==> config.mk <==
export PLATFORM = sky130hd
export DESIGN_NAME = muldiv_unit
export DESIGN_NICKNAME = d
export VERILOG_FILES = /design/src/rtl/muldiv_pkg.sv /design/src/rtl/muldiv_step.sv /design/src/rtl/muldiv_unit.sv
export SDC_FILE = /design/constraint.sdc
export NUM_CORES = 1
export LEC_CHECK = 0
export ABC_AREA = 1
export CORE_UTILIZATION = 40
export CTS_BUF_LIST = sky130_fd_sc_hd__clkbuf_8
export CTS_CLUSTER_SIZE = 10
export DETAILED_ROUTE_END_ITERATION = 6
export MAX_ROUTING_LAYER = met4
export REMOVE_ABC_BUFFERS = 1
export SETUP_SLACK_MARGIN = 0.05
export SLEW_MARGIN = 10
export SYNTH_ARGS = -nofsm -noshare
export SYNTH_HDL_FRONTEND = slang
export SYNTH_SLANG_ARGS = --single-unit
==> constraint.sdc <==
create_clock -name clk -period 3.23 [get_ports clk]
set_input_delay 0.646 -clock clk [delete_from_list [all_inputs] [get_ports clk]]
set_output_delay 0.646 -clock clk [all_outputs]
set_load 0.05 [all_outputs]
==> src/rtl/muldiv_pkg.sv <==
// Shared types and constants for the iterative MULTU/DIVU unit.
// Optional build macro: MULDIV_ZERO_SKIP_EN (zero-operand short-circuit).
package muldiv_pkg;

  // Default operand width; HI and LO are each this wide.
  localparam int unsigned MULDIV_WIDTH = 32;

  // Iteration counter width, ceil(log2(WIDTH+1)).
  localparam int unsigned MULDIV_CNT_W = $clog2(MULDIV_WIDTH + 1);

  // Sequencer states.
  typedef enum logic [1:0] {
    IDLE = 2'd0,
    MUL  = 2'd1,
    DIV  = 2'd2
  } muldiv_state_e;

  // Counter width for a non-default operand width.
  function automatic int unsigned muldiv_cnt_width(input int unsigned width);
    return $clog2(width + 1);
  endfunction

endpackage

==> src/rtl/muldiv_step.sv <==
// One iteration of shift-add multiply or restoring divide (combinational).
module muldiv_step
  import muldiv_pkg::*;
#(
  parameter int unsigned WIDTH = MULDIV_WIDTH
) (
  input  logic             mode_div,   // 0: multiply step, 1: divide step
  input  logic [WIDTH-1:0] acc_in,     // acc_hi (multiply) or remainder (divide)
  input  logic [WIDTH-1:0] q_in,       // acc_lo (multiply) or quotient (divide)
  input  logic [WIDTH-1:0] operand,    // multiplier or divisor
  output logic [WIDTH-1:0] acc_nxt_c,
  output logic [WIDTH-1:0] q_nxt_c
);

  logic [WIDTH:0]   mul_sum;
  logic [WIDTH-1:0] mul_acc;
  logic [WIDTH-1:0] mul_q;
  logic [WIDTH:0]   div_rem_sh;
  logic             div_fits;
  logic [WIDTH-1:0] div_acc;
  logic [WIDTH-1:0] div_q;

  // Multiply: conditional add into a carry-extended sum, then shift {carry,hi,lo} right.
  always_comb begin
    mul_sum = {1'b0, acc_in} + (q_in[0] ? {1'b0, operand} : '0);
    mul_acc = mul_sum[WIDTH:1];
    mul_q   = {mul_sum[0], q_in[WIDTH-1:1]};
  end

  // Divide: shift {r,q} left, keep the trial difference when it does not borrow.
  // The stored remainder is always below the divisor, so WIDTH bits hold it.
  always_comb begin
    div_rem_sh = {acc_in, q_in[WIDTH-1]};
    div_fits   = (div_rem_sh >= {1'b0, operand});
    div_acc    = div_fits ? WIDTH'(div_rem_sh - {1'b0, operand})
                          : div_rem_sh[WIDTH-1:0];
    div_q      = {q_in[WIDTH-2:0], div_fits};
  end

  // Select the datapath for the active mode.
  always_comb begin
    acc_nxt_c = mode_div ? div_acc : mul_acc;
    q_nxt_c   = mode_div ? div_q   : mul_q;
  end

endmodule

==> src/rtl/muldiv_unit.sv <==
// Iterative unsigned MULTU/DIVU unit owning the architectural HI/LO registers.
// Optional build macro: MULDIV_ZERO_SKIP_EN completes zero-operand cases at launch.
module muldiv_unit
  import muldiv_pkg::*;
#(
  parameter int unsigned WIDTH = MULDIV_WIDTH
) (
  input  logic             clk,
  input  logic             rst_n,
  input  logic             start,
  input  logic             op_div,
  input  logic [WIDTH-1:0] src_a,
  input  logic [WIDTH-1:0] src_b,
  output logic             busy,
  output logic             done,
  output logic [WIDTH-1:0] hi,
  output logic [WIDTH-1:0] lo
);

  localparam int unsigned CNT_W = muldiv_cnt_width(WIDTH);

  muldiv_state_e    state_q, state_d;
  logic [CNT_W-1:0] cnt_q,   cnt_d;
  logic [WIDTH-1:0] acc_q,   acc_d;
  logic [WIDTH-1:0] qr_q,    qr_d;
  logic [WIDTH-1:0] opb_q,   opb_d;
  logic [WIDTH-1:0] hi_q,    hi_d;
  logic [WIDTH-1:0] lo_q,    lo_d;
  logic             busy_q,  busy_d;
  logic             done_q,  done_d;

  logic             zero_skip_c;
  logic [WIDTH-1:0] step_acc_c;
  logic [WIDTH-1:0] step_q_c;
  logic             last_iter_c;

  // Single-iteration datapath shared by both operations.
  muldiv_step #(
    .WIDTH (WIDTH)
  ) u_step (
    .mode_div  (state_q == DIV),
    .acc_in    (acc_q),
    .q_in      (qr_q),
    .operand   (opb_q),
    .acc_nxt_c (step_acc_c),
    .q_nxt_c   (step_q_c)
  );

  // Detect operations whose result is known without iterating.
  always_comb begin
    zero_skip_c = 1'b0;
`ifdef MULDIV_ZERO_SKIP_EN
    if (op_div) begin
      zero_skip_c = (src_b == '0);
    end else begin
      zero_skip_c = (src_a == '0) || (src_b == '0);
    end
`endif
  end

  assign last_iter_c = (cnt_q == CNT_W'(WIDTH - 1));

  // Next-state, datapath and HI/LO update logic.
  always_comb begin
    state_d = state_q;
    cnt_d   = cnt_q;
    acc_d   = acc_q;
    qr_d    = qr_q;
    opb_d   = opb_q;
    hi_d    = hi_q;
    lo_d    = lo_q;
    busy_d  = 1'b0;
    done_d  = 1'b0;

    case (state_q)
      IDLE: begin
        if (start && zero_skip_c) begin
          hi_d   = op_div ? src_a : '0;
          lo_d   = op_div ? '1    : '0;
          done_d = 1'b1;
        end else if (start) begin
          acc_d   = '0;
          qr_d    = src_a;
          opb_d   = src_b;
          cnt_d   = '0;
          busy_d  = 1'b1;
          state_d = op_div ? DIV : MUL;
        end
      end

      MUL, DIV: begin
        acc_d  = step_acc_c;
        qr_d   = step_q_c;
        cnt_d  = cnt_q + CNT_W'(1);
        busy_d = 1'b1;
        if (last_iter_c) begin
          hi_d    = step_acc_c;
          lo_d    = step_q_c;
          busy_d  = 1'b0;
          done_d  = 1'b1;
          state_d = IDLE;
        end
      end

      default: begin
        state_d = IDLE;
      end
    endcase
  end

  // State and output registers; reset aborts any operation in flight.
  always_ff @(posedge clk) begin
    if (!rst_n) begin
      state_q <= IDLE;
      cnt_q   <= '0;
      acc_q   <= '0;
      qr_q    <= '0;
      opb_q   <= '0;
      hi_q    <= '0;
      lo_q    <= '0;
      busy_q  <= 1'b0;
      done_q  <= 1'b0;
    end else begin
      state_q <= state_d;
      cnt_q   <= cnt_d;
      acc_q   <= acc_d;
      qr_q    <= qr_d;
      opb_q   <= opb_d;
      hi_q    <= hi_d;
      lo_q    <= lo_d;
      busy_q  <= busy_d;
      done_q  <= done_d;
    end
  end

  assign busy = busy_q;
  assign done = done_q;
  assign hi   = hi_q;
  assign lo   = lo_q;

endmodule
==> results.cfg <==
[sta]
slew_headroom_pct = 34.0
maxSlewViolCount = 0
setup_ws_ps = 225
period_minus_slack_ps = 3010
finalCritPeriodShare_pct = 93.0
finClkSkew_ps = 22.0
setup-violations-final = 0
fmax_mhz = 333
tightest_slew_ps = 991
rsz0062_at_grt = false
finalHoldViolCount = 0

[setup_path]
max_stage_delay_ps = 470
endpoint_kind = flop
startpoint_type = flop
cp.required_ps = 3620
r2r_slack_ps = 220
crit_type = flop to flop
r2r-start = opb_q[14]$_SDFFE_PN0P_
critPathArrivalTime_ps = 3400
critPathMaxFanout = 25
reg2reg_depth = 17
crit_chain = inv_1 > ha_1 > nand2_1 > nor2_1 > nand2_1 > nor2_2 > nand3_1 > nand2_2 > nor2_4 > nand2_4 > buf_12 > o21ai_0 > nand2_1 > nand2_1 > nand2_1 > nand2_1 > inv_1
cpMostUsedCell = nand2_1
timing.rr.end = hi[14]$_SDFFE_PN0P_
slowest_stage = nor2_4

[routing]
final_antenna_net_count = 0
vias = 13000
drc = 0
wl_mm = 43.2
wl_per_cell_um = 17.3
drt_iter0_markers = 953
drt_first_pass_iters = 5
viasPerCell = 5.19

[floorplan]
io_pins = 134
die_w_um = 178
core_um2 = 30000
start_util_pct = 41.2
rows = 63
die_area_um2 = 31500
die_h_um = 178

[global_routing]
grt_max_degree = 70
antenna_found_initial = 0
grtUsageTotal_pct = 28.8
overflow = 0
grt_pass1_wl_mm = 67.4
grt_pass1_vias = 12400

[power_and_ir_drop]
power_density_nw_per_um2 = 367
p_leak_nw = 6.89
totalPowerFinal_mw = 5.34
p_int_mw = 3.32
pwr-share-clk_pct = 29.9
power_frac_comb_pct = 27.7
p_seq_share_pct = 42.4
p_sw_mw = 2.02
peakVddDrop_mv = 0.240
p_sw_share_pct = 37.8

[cts]
clock_latency_ps = 500
cts_tree = yes
cts.sinks = 170
clkTransAtPathRegs_ps = 110
numCtsBuffers = 17
cts-htree-levels = 4
cts_hold_buf = 0
clock-root-buffer = clkbuf_8
clock_path_buffers = 2

[logic_synthesis]
synthCells = 1981
ys_seq_area_share_pct = 27.6
synth_edf_count = 0
ys_top_cells_by_area = dfxtp_1, nand2_1, inv_1
yosysTopAreaCell = dfxtp_1
synthDistinctLibCells = 43
synth_compound_area_share_pct = 15.7
synth_fa_ha_area_share_pct = 7.22
synth_top_area_share_pct = 27.6
synthFlopType = dfxtp_1
ys_warn_count = 0
yosys.area_share.xor_xnor_pct = 1.85
syn_area_um2 = 12300
synthMuxAreaShare_pct = 2.19
synth_top_family_by_area = simple AND/OR/NAND/NOR gates
async_flop_share_pct = 0
synth-simple-area-share_pct = 33.9
ys_ff_latch = 170
synth.avg_cell_area_um2 = 6.23

[min_path]
min_path_cells = 2
hold-path-endpoint = qr_q[1]$_SDFFE_PN0P_
hold_class = flop to flop
min-delay-start = qr_q[1]$_SDFFE_PN0P_

[finish]
drive_above_1_share_pct = 6.64
final_nets = 2232
n_fill_cell = 3189
area_growth_pct = 17.9
layout_commonest_cell = nand2_1
fin_area_um2 = 14500
layout_common_cells = nand2_1, inv_1, dfxtp_1
diodes = 0

[job]
max-cap-violations = 0

[place]
dp_hpwl_mm = 33.0
pre_cts_ws_ps = 356
port_buffers = 133
gp_congestion = 1.00
placed_cell_area_um2 = 14100

[status]
outcome = finished clean
[metrics by stage]
stage / hold WS (ps) / utilization, % / std cells / TNS [ps]
final: 471 / 48.5 / 2497 / 0
after global routing: 484 / 48.5 / 2497 / 0
after CTS: 472 / 48.5 / 2497 / 0
after detailed placement: 458 / 47.2 / 2465 / 0
after global placement: 458 / 47.2 / 2465 / 0
after floorplan: 445 / - / 1900 / -107000
[registers in the layout (all words and copies together), names as in the netlist]
name     count
acc_q       32
hi          32
lo          32
opb_q       32
qr_q        32
cnt_q        6
state_q      2
busy         1
done         1
[routing by layer]
metal | track usage, % | part of all wire (%)
met1 | 38.3 | 46
met2 | 44.3 | 44
met3 | 5.31 | 7.6
met4 | 8.01 | 1.9
met5 | - | 0
[critical path: cells and delay by family (launching register included)]
kind	cells	cell delay, ps
compound gates	1	270
buf+inv	3	320
fa+ha+maj	1	350
flops	1	430
simple gates	12	1490
[synthesized netlist by cell type, drive strengths merged, types with 17 or more instances]
| master | instances |
|---|---|
| o21ai | 140 |
| nor2 | 114 |
| a21oi | 150 |
| nand2 | 636 |
| mux2i | 27 |
| ha | 68 |
| o21bai | 17 |
| dfxtp | 170 |
| nor3 | 24 |
| buf | 24 |
| clkbuf | 57 |
| inv | 275 |
| nand3 | 175 |
| o21a | 17 |
[area by class of cell]
class	count	area, µm²	area share (%)
clock inverters	15	160	1.10
repair buffers	175	1680	11.6
well taps	390	488	3.36
inverters	277	1040	7.15
flip-flops and latches	170	3400	23.4
clock buffers	17	234	1.61
multi-input cells	1453	7530	51.8
[power by group through the flow]
stage               Sequential, mW  Clock [mW]  Combinational, mW
detailed placement            2.31           0               1.45
CTS                           2.26        1.64               1.46
floorplan                     2.30           0              0.920
finish                        2.26        1.60               1.48
global placement              2.31           0               1.46
global route                  2.28        1.72               1.63
[cells by family after synthesis]
logic type | after synthesis
buf+inv | 358
flops | 170
fa+ha+maj | 70
compound gates | 349
xor+xnor | 26
mux | 27
simple gates | 981
[timing repair]
| action | CTS | global route |
|---|---|---|
| resized for setup | 0 | 1 |
| buffers inserted | 0 | 0 |
| endpoints found under the setup margin | 0 | 2 |
[worst max-delay path by stage]
stage          slack, ps                      to  cells past startpoint                   start
4_1_cts              320     hi[14]$_SDFFE_PN0P_                     17  opb_q[14]$_SDFFE_PN0P_
5_1_grt               60  acc_q[27]$_SDFFE_PN0P_                     20    qr_q[0]$_SDFFE_PN0P_
3_3_place_gp         360     hi[14]$_SDFFE_PN0P_                     16   acc_q[6]$_SDFFE_PN0P_
6_report             220     hi[14]$_SDFFE_PN0P_                     17  opb_q[14]$_SDFFE_PN0P_
3_5_place_dp         360     hi[29]$_SDFFE_PN0P_                     18    qr_q[0]$_SDFFE_PN0P_
2_1_floorplan      -1490   acc_q[3]$_SDFFE_PN0P_                      6                   start
Power figures use the tool's default switching activity.
